==> src/rtl/alu_seq_pkg.sv <==
// rtl/alu_seq_pkg.sv - shared state encoding and status codes for the ALU command sequencer
package alu_seq_pkg;

    typedef enum logic [2:0] {
        ST_IDLE      = 3'd0,
        ST_GET_A     = 3'd1,
        ST_GET_B     = 3'd2,
        ST_ISSUE     = 3'd3,
        ST_WAIT      = 3'd4,
        ST_SEND_STAT = 3'd5,
        ST_SEND_RES  = 3'd6
    } seq_state_t;

    localparam logic [7:0] STATUS_OK    = 8'h00;
    localparam logic [7:0] STATUS_TMO   = 8'hFF;
    localparam logic [3:0] SYNC_DEFAULT = 4'hA;

endpackage

==> src/rtl/alu_seq_tx_ser.sv <==
// rtl/alu_seq_tx_ser.sv - response serializer: status byte then 2*WIDTH result, LSB first
module alu_seq_tx_ser
    import alu_seq_pkg::*;
#(
    parameter int WIDTH = 16
)(
    input  logic               clk,
    input  logic               RST,
    input  logic               load,
    input  logic [2*WIDTH-1:0] res_in,
    input  logic [7:0]         stat_in,
    output logic [7:0]         tx_data,
    output logic               tx_valid,
    input  logic               tx_ready,
    output logic               stat_done,
    output logic               res_done
);

    // Index 0 is the status byte, indices 1..NB are result bytes
    localparam int NB = WIDTH / 4;
    localparam int IW = $clog2(NB) + 1;

    logic [2*WIDTH-1:0] res;
    logic [7:0]         status;
    logic [IW-1:0]      idx;
    logic               active;
    logic [7:0]         byte_sel;

    // Capture response on load, advance only on handshake so data holds while stalled
    always_ff @(posedge clk) begin
        if (RST) begin
            res    <= '0;
            status <= STATUS_OK;
            idx    <= '0;
            active <= 1'b0;
        end else if (load) begin
            res    <= res_in;
            status <= stat_in;
            idx    <= '0;
            active <= 1'b1;
        end else if (active && tx_ready) begin
            if (idx == IW'(NB)) begin
                active <= 1'b0;
                idx    <= '0;
            end else begin
                idx <= idx + IW'(1);
            end
        end
    end

    // Select the byte at the current index
    always_comb begin
        byte_sel = status;
        for (int k = 0; k < NB; k++) begin
            if (idx == IW'(k + 1)) byte_sel = res[8*k +: 8];
        end
    end

    assign tx_valid  = active;
    assign tx_data   = active ? byte_sel : 8'h00;
    assign stat_done = active && tx_ready && (idx == '0);
    assign res_done  = active && tx_ready && (idx == IW'(NB));

endmodule

==> src/rtl/alu_cmd_sequencer.sv <==
// rtl/alu_cmd_sequencer.sv - byte-framed command master driving the ALU and returning its result
module alu_cmd_sequencer
    import alu_seq_pkg::*;
#(
    parameter int         WIDTH   = 16,
    parameter int         TIMEOUT = 15,
    parameter logic [3:0] SYNC    = SYNC_DEFAULT
)(
    input  logic               clk,
    input  logic               RST,
    input  logic [7:0]         RX_DATA,
    input  logic               RX_VALID,
    output logic               RX_READY,
    output logic [WIDTH-1:0]   A,
    output logic [WIDTH-1:0]   B,
    output logic [3:0]         ALU_FUN,
    output logic               Enable,
    input  logic [2*WIDTH-1:0] ALU_OUT,
    input  logic               OUT_VALID,
    output logic [7:0]         TX_DATA,
    output logic               TX_VALID,
    input  logic               TX_READY,
    output logic               BUSY,
    output logic               ERR
);

    localparam int N  = WIDTH / 8;
    localparam int CW = $clog2(2 * N) + 1;
    localparam int TW = $clog2(TIMEOUT) + 1;

    seq_state_t         state, next_state;
    logic [CW-1:0]      cnt;
    logic [TW-1:0]      tmo;
    logic               err_q;
    logic               rx_fire, sync_ok, last_byte, tmo_exp;
    logic               tx_load, stat_done, res_done;
    logic [2*WIDTH-1:0] tx_res_in;
    logic [7:0]         tx_stat_in;

    assign rx_fire   = RX_VALID && RX_READY;
    assign sync_ok   = (RX_DATA[7:4] == SYNC);
    assign last_byte = (cnt == CW'(N - 1));
    assign tmo_exp   = (tmo == TW'(TIMEOUT - 1));
    assign ERR       = err_q;

    // State register
    always_ff @(posedge clk) begin
        if (RST) state <= ST_IDLE;
        else     state <= next_state;
    end

    // Next-state logic; OUT_VALID takes priority over timeout expiry
    always_comb begin
        next_state = state;
        case (state)
            ST_IDLE:      if (rx_fire && sync_ok)   next_state = ST_GET_A;
            ST_GET_A:     if (rx_fire && last_byte) next_state = ST_GET_B;
            ST_GET_B:     if (rx_fire && last_byte) next_state = ST_ISSUE;
            ST_ISSUE:                               next_state = ST_WAIT;
            ST_WAIT:      if (OUT_VALID || tmo_exp) next_state = ST_SEND_STAT;
            ST_SEND_STAT: if (stat_done)            next_state = ST_SEND_RES;
            ST_SEND_RES:  if (res_done)             next_state = ST_IDLE;
            default:                                next_state = ST_IDLE;
        endcase
    end

    // Outputs decoded from state
    always_comb begin
        RX_READY   = (state == ST_IDLE) || (state == ST_GET_A) || (state == ST_GET_B);
        Enable     = (state == ST_ISSUE);
        BUSY       = (state != ST_IDLE);
        tx_load    = (state == ST_WAIT) && (OUT_VALID || tmo_exp);
        tx_res_in  = OUT_VALID ? ALU_OUT : '0;
        tx_stat_in = OUT_VALID ? STATUS_OK : STATUS_TMO;
    end

    // Operand assembly, byte and timeout counters, error pulse
    always_ff @(posedge clk) begin
        if (RST) begin
            A       <= '0;
            B       <= '0;
            ALU_FUN <= '0;
            cnt     <= '0;
            tmo     <= '0;
            err_q   <= 1'b0;
        end else begin
            err_q <= 1'b0;
            case (state)
                ST_IDLE: begin
                    if (rx_fire) begin
                        if (sync_ok) begin
                            ALU_FUN <= RX_DATA[3:0];
                            cnt     <= '0;
                        end else begin
                            err_q <= 1'b1;
                        end
                    end
                end
                ST_GET_A, ST_GET_B: begin
                    if (rx_fire) begin
                        for (int k = 0; k < N; k++) begin
                            if (cnt == CW'(k)) begin
                                if (state == ST_GET_A) A[8*k +: 8] <= RX_DATA;
                                else                   B[8*k +: 8] <= RX_DATA;
                            end
                        end
                        cnt <= last_byte ? '0 : cnt + CW'(1);
                    end
                end
                ST_ISSUE: tmo <= '0;
                ST_WAIT: begin
                    if (!OUT_VALID) begin
                        if (tmo_exp) err_q <= 1'b1;
                        else         tmo   <= tmo + TW'(1);
                    end
                end
                default: ;
            endcase
        end
    end

    alu_seq_tx_ser #(.WIDTH(WIDTH)) u_tx_ser (
        .clk       (clk),
        .RST       (RST),
        .load      (tx_load),
        .res_in    (tx_res_in),
        .stat_in   (tx_stat_in),
        .tx_data   (TX_DATA),
        .tx_valid  (TX_VALID),
        .tx_ready  (TX_READY),
        .stat_done (stat_done),
        .res_done  (res_done)
    );

endmodule

==> config.mk <==
export PLATFORM = sky130hd
export DESIGN_NAME = alu_cmd_sequencer
export DESIGN_NICKNAME = d
export VERILOG_FILES = /design/src/rtl/alu_seq_pkg.sv /design/src/rtl/alu_seq_tx_ser.sv /design/src/rtl/alu_cmd_sequencer.sv
export SDC_FILE = /design/constraint.sdc
export NUM_CORES = 1
export LEC_CHECK = 0
export BUFFER_PORTS_ARGS = -buffer_cell sky130_fd_sc_hd__buf_2
export CAP_MARGIN = 20
export CORE_MARGIN = 10
export CORE_UTILIZATION = 57
export CTS_BUF_LIST = sky130_fd_sc_hd__clkbuf_8 sky130_fd_sc_hd__clkbuf_16
export DETAILED_ROUTE_END_ITERATION = 16
export GPL_TIMING_DRIVEN = 1
export PLACE_DENSITY = 0.85
export SLEW_MARGIN = 20
export SYNTH_ARGS = -nofsm -noshare
export SYNTH_HDL_FRONTEND = slang
export SYNTH_SLANG_ARGS = --single-unit
==> constraint.sdc <==
create_clock -name clk -period 2.8 [get_ports clk]
set_input_delay 0.14 -clock clk [delete_from_list [all_inputs] [get_ports clk]]
set_output_delay 0.14 -clock clk [all_outputs]
set_load 0.01 [all_outputs]
==> run_results.csv, run 1 <==
group,metric,value,unit
finish,fillerInstances,457,
floorplan,io_pins,94,
floorplan,floorplan.core_area,6280,um2
floorplan,rows,29,
sta,max_freq,0.406,GHz
pwr,ir_worst_vdd,0.475,mV
detailed_routing,detail_route.drc_violations,0,
hold_path,timing.hold.worst_endpoint,"u_tx_ser.res[15]",
grt,grt_use_total,19.7,%
detailed_routing,drt_first_pass_iters,5,
placement,place_inst,520,
detailed_routing,finalWirelength,10100,um
worst_setup_path,timing.reg2reg.setup_slack,840,ps
grt,grt_pass1_vias,3200,
grt,grt_start_max_net_pins,53,
sta,finalCriticalPeriod,2470,ps
sta,worst_hold_slack,10.8,ps
clocking,clockRootBuffer,"sky130_fd_sc_hd__clkbuf_8",
floorplan,initial_utilization,58.1,%
pwr,p_int,1.87,mW
pwr,power_density_over_the_cells,554,nW/um2
sta,layout_worst_path_cycle_share,88.0,%
detailed_routing,vias_per_cell,5.83,
finish,postLayoutCoreUtil,74.0,%
pwr,power.static_leakage,2.20,nW
synthesis,synth_nets,423,
grt,antenna_found_initial,1,
placement,place.detailed.hpwl,6840,um
run,max_cap_violations,0,
finish,syn_to_final_growth,27.4,%
pwr,share_seq_of_total_power,50.4,%
sta,maxSlewViolCount,0,
hold_path,worstHoldStart,"ALU_OUT[15]",
detailed_routing,dr_total_vias,3308,
grt,gr-total-overflow,0,
finish,final_instance_area,4650,um2
grt,grt_first_pass_wirelength,16000,um
hold_path,hold_path_depth,2,
floorplan,floorplan.die.height,100,um
synthesis,synthDistinctLibCells,48,
pwr,total_switching_power,0.707,mW
synthesis,synth_edf_count,0,
sta,setup-violations-final,0,
detailed_routing,initialDrtViolationCount,230,
sta,final.setup_skew,10.9,ps
placement,dpl_cell_area,4130,um2
worst_setup_path,timing.rr.start,"state[2]",
detailed_routing,antenna_violating_nets_post_route,0,
pwr,p_sw_share,27.5,%
finish,layoutNonFillerInstCount,567,
clocking,tritoncts,"done",
placement,routabilityCongestion,0.848,
sta,fin_tns_setup,0,ps
worst_setup_path,cp_data_arrival_time,2330,ps
synthesis,syn_area_per_cell,9.83,um2
floorplan,dieWidth,100,um
worst_setup_path,path_class,"reg2out",
pwr,power_frac_clock,35.3,%
worst_setup_path,worst_setup_path_start_kind,"flip-flop",
clocking,tritoncts_num_sinks,85,
sta,unrepaired_setup_endpoints_after_global_routing,"false",
pwr,p_comb_share,14.3,%
clocking,clock_tree.htree_level_count,3,
status,run_status,"finished clean",
synthesis,syn-cell-area,3650,um2
synthesis,ys.warnings.count,0,
worst_setup_path,worst-path-max-fanout,16,
finish,post_route_cells_drive_above_1_share,25.6,%
detailed_routing,detail_route.wl_per_cell,17.8,um
synthesis,main_synth_ff_type,"sky130_fd_sc_hd__dfxtp_1",
synthesis,synth_seq_cells,85,
clocking,clk_pin_slew_worst_paths,90,ps
worst_setup_path,worst-endpoint-required,2660,ps
synthesis,post_synth_inst_count,371,
synthesis,async_reset_ff_share,0,%
clocking,cts-root-to-sink-buffers,2,
synthesis,synth.yosys.seq_area_share,46.7,%
floorplan,die_area,10000,um2
worst_setup_path,worst_r2r_endpoint,"tmo[2]",
sta,timing_worst_slew_pin_value,972,ps
sta,timing.max_slew.rel_slack,35.2,%
hold_path,min-delay-path-class,"in2reg",
placement,io_buffer_count,93,
worst_setup_path,timing.reg2reg.worst_path_depth,4,
clocking,cts_made_buffers,9,
worst_setup_path,end_kind,"output port",
clocking,clk_latency,370,ps
sta,timing.final.hold_violations,0,
finish,design.final.nets,536,
[worst max path at each step]
| stage | start | to | slack, ps | depth (start not counted) |
|---|---|---|---|---|
| 4_1_cts | u_tx_ser.idx[0] | TX_DATA[2] | 230 | 6 |
| 6_report | u_tx_ser.idx[0] | TX_DATA[4] | 330 | 7 |
| 3_5_place_dp | u_tx_ser.idx[0] | TX_DATA[2] | 650 | 6 |
| 5_1_grt | u_tx_ser.idx[0] | TX_DATA[4] | 240 | 7 |
| 2_1_floorplan | u_tx_ser.idx[0] | TX_DATA[1] | 1060 | 8 |
| 3_3_place_gp | u_tx_ser.idx[0] | TX_DATA[2] | 700 | 6 |
[routing by layer]
metal | part of all wire, % | GRT usage [%] | vias to the layer above
li1 | - | - | 1577
met1 | 40 | 22.9 | 1566
met2 | 48 | 31.2 | 136
met3 | 9.1 | 7.35 | 29
met4 | 2.9 | 9.78 | 0
met5 | 0 | 0 | -
[placed cells by master (no fill, tap or decap), types with 2 or more instances in the layout]
cell	count
sky130_fd_sc_hd__nand3_1	2
sky130_fd_sc_hd__a21oi_1	22
sky130_fd_sc_hd__a21oi_2	2
sky130_fd_sc_hd__o21ai_0	12
sky130_fd_sc_hd__ha_1	7
sky130_fd_sc_hd__nor3_1	6
sky130_fd_sc_hd__a211o_1	10
sky130_fd_sc_hd__a211oi_1	2
sky130_fd_sc_hd__or3_1	3
sky130_fd_sc_hd__nor3b_2	2
sky130_fd_sc_hd__nand3_2	4
sky130_fd_sc_hd__a21boi_1	3
sky130_fd_sc_hd__and4b_1	2
sky130_fd_sc_hd__nand4_1	2
sky130_fd_sc_hd__nor2_1	54
sky130_fd_sc_hd__nor2b_1	6
sky130_fd_sc_hd__dfxtp_1	85
sky130_fd_sc_hd__clkinvlp_4	2
sky130_fd_sc_hd__inv_1	8
sky130_fd_sc_hd__buf_4	2
sky130_fd_sc_hd__clkbuf_8	10
sky130_fd_sc_hd__dlygate4sd3_1	30
sky130_fd_sc_hd__buf_2	93
sky130_fd_sc_hd__mux2i_1	46
sky130_fd_sc_hd__nand2b_1	4
sky130_fd_sc_hd__a31oi_1	4
sky130_fd_sc_hd__a22o_1	32
sky130_fd_sc_hd__clkinv_4	2
sky130_fd_sc_hd__nand2_1	8
[through the flow]
step                      setup WS [ps]  total power, mW
after floorplan                    1060             1.55
after global placement              698             1.65
after detailed placement            646             1.66
after CTS                           234             2.58
after global routing                241             2.67
final                               335             2.57
[worst max-delay path, stage by stage (launching register included)]
cell and delay, ps:
sky130_fd_sc_hd__dfxtp_1 420, sky130_fd_sc_hd__inv_1 90, sky130_fd_sc_hd__ha_1 200, sky130_fd_sc_hd__nand2b_1 420, sky130_fd_sc_hd__nor2_1 100, sky130_fd_sc_hd__a211o_1 320, sky130_fd_sc_hd__a21oi_1 230, sky130_fd_sc_hd__buf_2 180
[repair_timing]
| item | 4_1_cts | 5_1_grt |
|---|---|---|
| endpoints found under the setup margin | 0 | 1 |
| resized for setup | 0 | 1 |
| hold buffers | 30 | 0 |
| buffers inserted | 0 | 0 |
| hold endpoints to repair | 30 | 0 |
[area by class of cell]
type,instances,area (um2),area share (%)
clock inverter,6,71.3,1.54
timing repair buffer,125,781,16.8
tap,77,96.3,2.07
inverter,8,30.0,0.646
antenna,1,2.50,0.0539
sequential,85,1700,36.6
clock buffer,10,138,2.96
multi-input combinational,255,1830,39.3
[power groups by stage]
stage               registers [mW]  clock network, mW  logic, mW
floorplan                     1.31                  0      0.242
global placement              1.32                  0      0.326
detailed placement            1.32                  0      0.337
CTS                           1.30              0.917      0.370
global route                  1.30              0.959      0.404
finish                        1.30              0.909      0.367
[cell families (layout without fill, tap and decap cells)]
group,after synthesis,after routing,synth area share [%]
AND/OR/NAND/NOR,105,105,15.4
AO/OA/AOI/OAI,97,97,19.3
flip-flops,85,85,46.7
multiplexers,46,46,12.6
buffers and inverters,31,149,3.64
adder cells (fa/ha/maj),7,7,2.40
other,0,1,0
[sequential cells by signal, summed over array words and instances, names as in the netlist, 3 cells and up]
name	cells
state	3
u_tx_ser.res	32
B	16
ALU_FUN	4
cnt	3
tmo	5
A	16
u_tx_ser.idx	3
[synth_stat cells (2+ instances only)]
library cell,number,area share (%)
sky130_fd_sc_hd__or3_1,3,0.51
sky130_fd_sc_hd__a22o_1,32,7.7
sky130_fd_sc_hd__nand4_1,2,0.34
sky130_fd_sc_hd__nor2_1,54,5.6
sky130_fd_sc_hd__ha_1,7,2.4
sky130_fd_sc_hd__o21ai_0,12,1.6
sky130_fd_sc_hd__nand3_2,4,1.1
sky130_fd_sc_hd__a211o_1,10,2.4
sky130_fd_sc_hd__nor3b_2,2,0.69
sky130_fd_sc_hd__nor2b_1,7,1.2
sky130_fd_sc_hd__inv_1,8,0.82
sky130_fd_sc_hd__clkbuf_1,13,1.3
sky130_fd_sc_hd__a21oi_1,23,3.2
sky130_fd_sc_hd__nor3_1,6,0.82
sky130_fd_sc_hd__nand2b_1,4,0.69
sky130_fd_sc_hd__buf_2,7,0.96
sky130_fd_sc_hd__buf_4,2,0.41
sky130_fd_sc_hd__a31oi_1,4,0.69
sky130_fd_sc_hd__nand2_1,8,0.82
sky130_fd_sc_hd__mux2i_1,46,13
sky130_fd_sc_hd__dfxtp_1,85,47
sky130_fd_sc_hd__nand3_1,2,0.27
sky130_fd_sc_hd__and4b_1,2,0.55
sky130_fd_sc_hd__a211oi_1,2,0.41
sky130_fd_sc_hd__a21boi_1,3,0.62
No activity file was read; power rests on OpenSTA's default activity.
==> run 2: changes to the inputs <==
Settings changed: CORE_UTILIZATION 57 to 59, PLACE_DENSITY 0.85 to 0.86, SYNTH_HIERARCHICAL set to 1.
==> run_results.csv, run 2 <==
group,metric,value,unit
finish,largest_reg_flops,32,
sta,final.setup_skew,11.7,ps
grt,grt_use_total,19.2,%
floorplan,floorplan.core_area,7180,um2
clocking,postCtsSetupRepairBufs,0,
synthesis,synth.yosys.seq_area_share,42.9,%
clocking,tritoncts,"done",
grt,grt_start_max_net_pins,44,
synthesis,synthDistinctLibCells,51,
worst_setup_path,worst-path-max-fanout,16,
finish,antenna_cells_inserted,0,
clocking,clock_tree.htree_level_count,3,
synthesis,yosys.cell_count.top_type,"sky130_fd_sc_hd__nor2_1",
sta,layout_worst_path_cycle_share,89.5,%
worst_setup_path,end_kind,"output port",
status,run_status,"finished clean",
sta,fin_tns_setup,0,ps
placement,routabilityCongestion,0.860,
clocking,clk_latency,370,ps
synthesis,synth_edf_count,0,
sta,worst_hold_slack,76.9,ps
pwr,total_power,2.29,mW
pwr,power_density_over_the_cells,458,nW/um2
sta,timing.max_slew.rel_slack,44.7,%
placement,dp_worst_setup_slack,552,ps
synthesis,yosys-top-cells-count,"96 x sky130_fd_sc_hd__nor2_1, 92 x sky130_fd_sc_hd__dfxtp_1, 69 x sky130_fd_sc_hd__mux2i_1",
clocking,cts-root-to-sink-buffers,2,
clocking,tritoncts_num_sinks,92,
grt,gr-total-overflow,0,
floorplan,io_pins,94,
sta,worst_slack,293,ps
detailed_routing,vias_per_cell,5.68,
placement,dpl_cell_area,4800,um2
floorplan,rows,31,
grt,groute.layer.met1.usage,22.3,%
detailed_routing,initialDrtViolationCount,224,
sta,finalCriticalPeriod,2510,ps
sta,maxSlewViolCount,0,
synthesis,synth_seq_cells,92,
finish,final_instance_area,5000,um2
detailed_routing,antenna_violating_nets_post_route,0,
clocking,cts_made_buffers,9,
finish,design.final.nets,608,
sta,max_freq,0.399,GHz
floorplan,initial_utilization,59.9,%
grt,grt_pass1_vias,3678,
floorplan,dieWidth,105,um
placement,io_buffer_count,93,
synthesis,synthDominantCellAreaShare,42.9,%
synthesis,async_reset_ff_share,0,%
pwr,power.static_leakage,2.18,nW
detailed_routing,detail_route.wl_per_cell,16.8,um
sta,unrepaired_setup_endpoints_after_global_routing,"false",
grt,grt.met2_usage,31.9,%
worst_setup_path,worst_setup_path_start_kind,"flip-flop",
clocking,clockRootBuffer,"sky130_fd_sc_hd__clkbuf_8",
grt,use_met3,7.25,%
finish,layout.cells.most_common,"sky130_fd_sc_hd__nor2_1",
grt,grt_first_pass_wirelength,17900,um
sta,timing_worst_slew_pin_value,829,ps
worst_setup_path,cp_data_arrival_time,2370,ps
placement,place.detailed.hpwl,7970,um
grt,antenna_found_initial,0,
finish,largest_registers,"u_tx_ser/res: 32 flops, A: 16 flops, B: 16 flops",
floorplan,floorplan.die.height,105,um
finish,syn_to_final_growth,16.4,%
grt,global_route.peak_usage_layer,"met2",
detailed_routing,finalWirelength,11100,um
synthesis,ys.warnings.count,6,
finish,largest_register,"u_tx_ser/res",
synthesis,synth_nets,531,
sta,timing.final.hold_violations,0,
clocking,postCtsResizedCells,0,
clocking,clk_pin_slew_worst_paths,100,ps
finish,fillerInstances,553,
detailed_routing,dr_total_vias,3751,
run,max_cap_violations,0,
worst_setup_path,worst-endpoint-required,2660,ps
synthesis,synth_area_leaders,"sky130_fd_sc_hd__dfxtp_1 43%, sky130_fd_sc_hd__mux2i_1 16%, sky130_fd_sc_hd__nor2_1 8.4%",
hold_path,min-delay-path-class,"in2reg",
floorplan,die_area,11100,um2
worst_setup_path,path_class,"reg2out",
detailed_routing,detail_route.drc_violations,0,
synthesis,post_synth_inst_count,479,
finish,layout_common_cells,"95 x sky130_fd_sc_hd__nor2_1, 93 x sky130_fd_sc_hd__buf_2, 91 x sky130_fd_sc_hd__dfxtp_1",
synthesis,syn-cell-area,4300,um2
clocking,ctsHoldBuffers,0,
finish,post_route_cells_drive_above_1_share,23.0,%
synthesis,main_synth_ff_type,"sky130_fd_sc_hd__dfxtp_1",
sta,setup-violations-final,0,
synthesis,synth_area_leader_cell,"sky130_fd_sc_hd__dfxtp_1",
detailed_routing,drt_first_pass_iters,5,
synthesis,syn_area_per_cell,8.97,um2
pwr,ir_worst_vdd,0.314,mV
-- run 2: layout make-up --
type	count	area (um2)	share of cell area (%)
sequential	92	1840	36.9
clock buffer	9	124	2.48
tap	99	124	2.48
multi-input combinational	345	2280	45.5
timing repair buffer	101	538	10.8
clock inverter	7	68.8	1.38
inverter	7	26.3	0.526
-- run 2: cells by family after synthesis --
kind of cell	Yosys count	share of synthesized area [%]
flip-flops	92	42.9
AO/OA/AOI/OAI	60	9.64
multiplexers	69	16.1
XOR/XNOR	3	0.612
AND/OR/NAND/NOR	206	24.4
adder cells (fa/ha/maj)	7	2.04
buffers and inverters	42	4.37
-- run 2: worst paths after layout --
kind	from	depth (start not counted)	slack [ps]	endpoint
setup / recovery	u_tx_ser/idx[2]	6	290	TX_DATA[0]
hold reg to reg	A[12]	2	460	A[12]
hold / removal	RX_DATA[0]	3	80	B[0]
setup reg to reg	tmo[0]	8	520	u_tx_ser/res[22]
-- run 2: per-layer routing --
metal  share of wire (%)  vias up
li1                    -     1813
met4                 1.7        0
met3                 7.9       18
met2                  49      139
met1                  42     1781
met5                   0        -
-- run 2: power by group --
part,leakage (nW),total [mW],internal [mW],switching [mW]
clock network,0.0915,0.865,0.346,0.519
logic,1.35,0.115,0.0485,0.0670
registers,0.742,1.31,1.31,0.00142
total,2.18,2.29,1.70,0.588
-- run 2: critical path, stage by stage (launching register included) --
cell                       delay, ps
sky130_fd_sc_hd__dfxtp_2         510
sky130_fd_sc_hd__inv_1            90
sky130_fd_sc_hd__ha_1            330
sky130_fd_sc_hd__nor2b_2         350
sky130_fd_sc_hd__o211ai_1        170
sky130_fd_sc_hd__o32ai_1         360
sky130_fd_sc_hd__buf_2           200
-- run 2: metrics by stage --
step | util (%) | std cells
finish | 69.7 | 660
global route | 69.7 | 660
CTS | 69.6 | 660
detailed placement | 66.9 | 644
global placement | 66.9 | 644
floorplan | - | 479
==> run 3: changes to the inputs <==
--- a/config.mk
+++ b/config.mk
@@ -9,9 +9,9 @@
 export CAP_MARGIN = 20
 export CORE_MARGIN = 10
-export CORE_UTILIZATION = 59
+export CORE_UTILIZATION = 54
 export CTS_BUF_LIST = sky130_fd_sc_hd__clkbuf_8 sky130_fd_sc_hd__clkbuf_16
 export DETAILED_ROUTE_END_ITERATION = 16
 export GPL_TIMING_DRIVEN = 1
-export PLACE_DENSITY = 0.86
+export PLACE_DENSITY = 0.79
 export SLEW_MARGIN = 20
 export SYNTH_ARGS = -nofsm -noshare
==> constraint.sdc (replaced) <==
create_clock -name clk -period 2.6 [get_ports clk]
set_input_delay 0.26 -clock clk [delete_from_list [all_inputs] [get_ports clk]]
set_output_delay 0.26 -clock clk [all_outputs]
set_load 0.01 [all_outputs]
==> run_results.csv, run 3 (same netlist as run 2, synthesis figures left out) <==
group,metric,value,unit
finish,fillerInstances,657,
sta,timing.final.hold_violations,0,
floorplan,dieWidth,109,um
clocking,clk_latency,350,ps
pwr,p_int,1.94,mW
status,run_status,"finished clean",
sta,setup-violations-final,0,
detailed_routing,detail_route.wl_per_cell,16.1,um
placement,place_inst,649,
sta,fin_tns_setup,0,ps
grt,grt_pass1_vias,3544,
worst_setup_path,worstPathCellList,"ha_1 -> ha_1 -> nor2b_4 -> o211ai_1 -> o32ai_1 -> buf_2",
clocking,tritoncts,"done",
finish,antenna_cells_inserted,0,
worst_setup_path,critical_path.max_stage_delay,350,ps
pwr,power.static_leakage,2.21,nW
pwr,total_switching_power,0.593,mW
pwr,power_frac_clock,39.5,%
detailed_routing,drt_first_pass_iters,4,
worst_setup_path,cpMostUsedCell,"sky130_fd_sc_hd__ha_1",
placement,place.detailed.hpwl,7850,um
detailed_routing,dr_total_vias,3707,
placement,routabilityCongestion,0.894,
sta,unrepaired_setup_endpoints_after_global_routing,"false",
floorplan,io_pins,94,
finish,design.final.nets,610,
pwr,p_comb_share,4.8,%
grt,antenna_found_initial,0,
floorplan,floorplan.die.height,109,um
clocking,cts-root-to-sink-buffers,2,
worst_setup_path,crit_path_slowest_cell,"sky130_fd_sc_hd__dfxtp_1",
detailed_routing,detail_route.drc_violations,0,
finish,largest_registers,"u_tx_ser/res: 32 flops, A: 16 flops, B: 16 flops",
sta,max_freq,0.413,GHz
clocking,cts_made_buffers,9,
finish,largest_register,"u_tx_ser/res",
pwr,power_density_over_the_cells,503,nW/um2
finish,post_route_cells_drive_above_1_share,23.3,%
placement,dpl_cell_area,4820,um2
detailed_routing,vias_per_cell,5.57,
detailed_routing,initialDrtViolationCount,204,
hold_path,min-delay-path-class,"in2reg",
grt,use_met3,5.37,%
grt,groute.layer.met1.usage,22.1,%
sta,layout_worst_path_cycle_share,93.2,%
sta,timing.max_slew.rel_slack,60.1,%
worst_setup_path,path_class,"reg2out",
worst_setup_path,worst-endpoint-required,2340,ps
clocking,clockRootBuffer,"sky130_fd_sc_hd__clkbuf_8",
pwr,share_seq_of_total_power,55.7,%
grt,grt.met2_usage,28.0,%
clocking,ctsHoldBuffers,0,
clocking,clk_pin_slew_worst_paths,100,ps
detailed_routing,antenna_violating_nets_post_route,0,
floorplan,die_area,11900,um2
worst_setup_path,worst-path-max-fanout,9,
clocking,tritoncts_num_sinks,92,
worst_setup_path,worst_setup_path_start_kind,"flip-flop",
floorplan,initial_utilization,55.6,%
sta,finalCriticalPeriod,2420,ps
placement,io_buffer_count,93,
grt,grt_start_max_net_pins,45,
grt,grt_use_total,17.7,%
finish,final_instance_area,5040,um2
floorplan,floorplan.core_area,7730,um2
worst_setup_path,end_kind,"output port",
finish,largest_reg_flops,32,
worst_setup_path,cp_data_arrival_time,2160,ps
worst_setup_path,timing.reg2reg.setup_slack,520,ps
finish,layout_common_cells,"95 x sky130_fd_sc_hd__nor2_1, 93 x sky130_fd_sc_hd__buf_2, 91 x sky130_fd_sc_hd__dfxtp_1",
finish,layoutNonFillerInstCount,665,
finish,layout.cells.most_common,"sky130_fd_sc_hd__nor2_1",
sta,final.setup_skew,14.3,ps
grt,grt_first_pass_wirelength,17100,um
floorplan,rows,32,
grt,gr-total-overflow,0,
sta,timing_worst_slew_pin_value,598,ps
detailed_routing,finalWirelength,10700,um
run,max_cap_violations,0,
pwr,p_sw_share,23.4,%
finish,syn_to_final_growth,17.3,%
clocking,clock_tree.htree_level_count,3,
sta,maxSlewViolCount,0,
grt,global_route.peak_usage_layer,"met2",
pwr,ir_worst_vdd,0.409,mV
[run 3: final cells by class]
class	count	area, um2	share of cell area [%]
clock buffers	10	138	2.73
clock inverters	6	70.1	1.39
inverters	7	26.3	0.521
multi-input cells	345	2280	45.3
flip-flops and latches	92	1840	36.6
well taps	102	128	2.53
repair buffers	103	553	11.0
[run 3: repair_timing]
action                                  in CTS  in global routing
setup buffers                                0                  0
resized for setup                            0                  3
endpoints found under the setup margin       0                  8
[run 3: layer usage]
| metal | vias to the layer above | routed length, um |
|---|---|---|
| met2 | 96 | 5080 |
| li1 | 1824 | - |
| met1 | 1774 | 4690 |
| met3 | 13 | 728 |
| met4 | 0 | 172 |
| met5 | - | 0 |
[run 3: final timing paths]
path | depth (start not counted) | from | end
setup / recovery | 6 | u_tx_ser/idx[0] | TX_DATA[4]
hold / removal | 3 | RX_DATA[4] | A[4]
setup reg to reg | 8 | tmo[0] | u_tx_ser/res[17]
hold reg to reg | 2 | A[15] | A[15]
[run 3: power by group through the flow]
stage | sequential (mW) | combinational (mW) | clock [mW]
2_1_floorplan | 1.45 | 0.0618 | 0
3_3_place_gp | 1.45 | 0.119 | 0
3_5_place_dp | 1.45 | 0.121 | 0
4_1_cts | 1.41 | 0.122 | 1.01
5_1_grt | 1.41 | 0.135 | 1.07
6_report | 1.41 | 0.121 | 1.00
[run 3: through the flow]
stage / hold WS [ps] / utilization [%] / total power, mW / setup slack [ps]
4_1_cts: 182 / 65.1 / 2.54 / 6.38
2_1_floorplan: 404 / - / 1.51 / 648
6_report: 190 / 65.2 / 2.54 / 178
3_3_place_gp: 441 / 62.4 / 1.56 / 515
3_5_place_dp: 448 / 62.4 / 1.57 / 408
5_1_grt: 192 / 65.2 / 2.62 / 68.4
[run 3: critical path: cells and delay by family, from the launching register on]
| family | cells | cell delay [ps] |
|---|---|---|
| buf+inv | 1 | 190 |
| flops | 1 | 350 |
| simple gates | 1 | 260 |
| fa+ha+maj | 2 | 550 |
| compound gates | 2 | 460 |
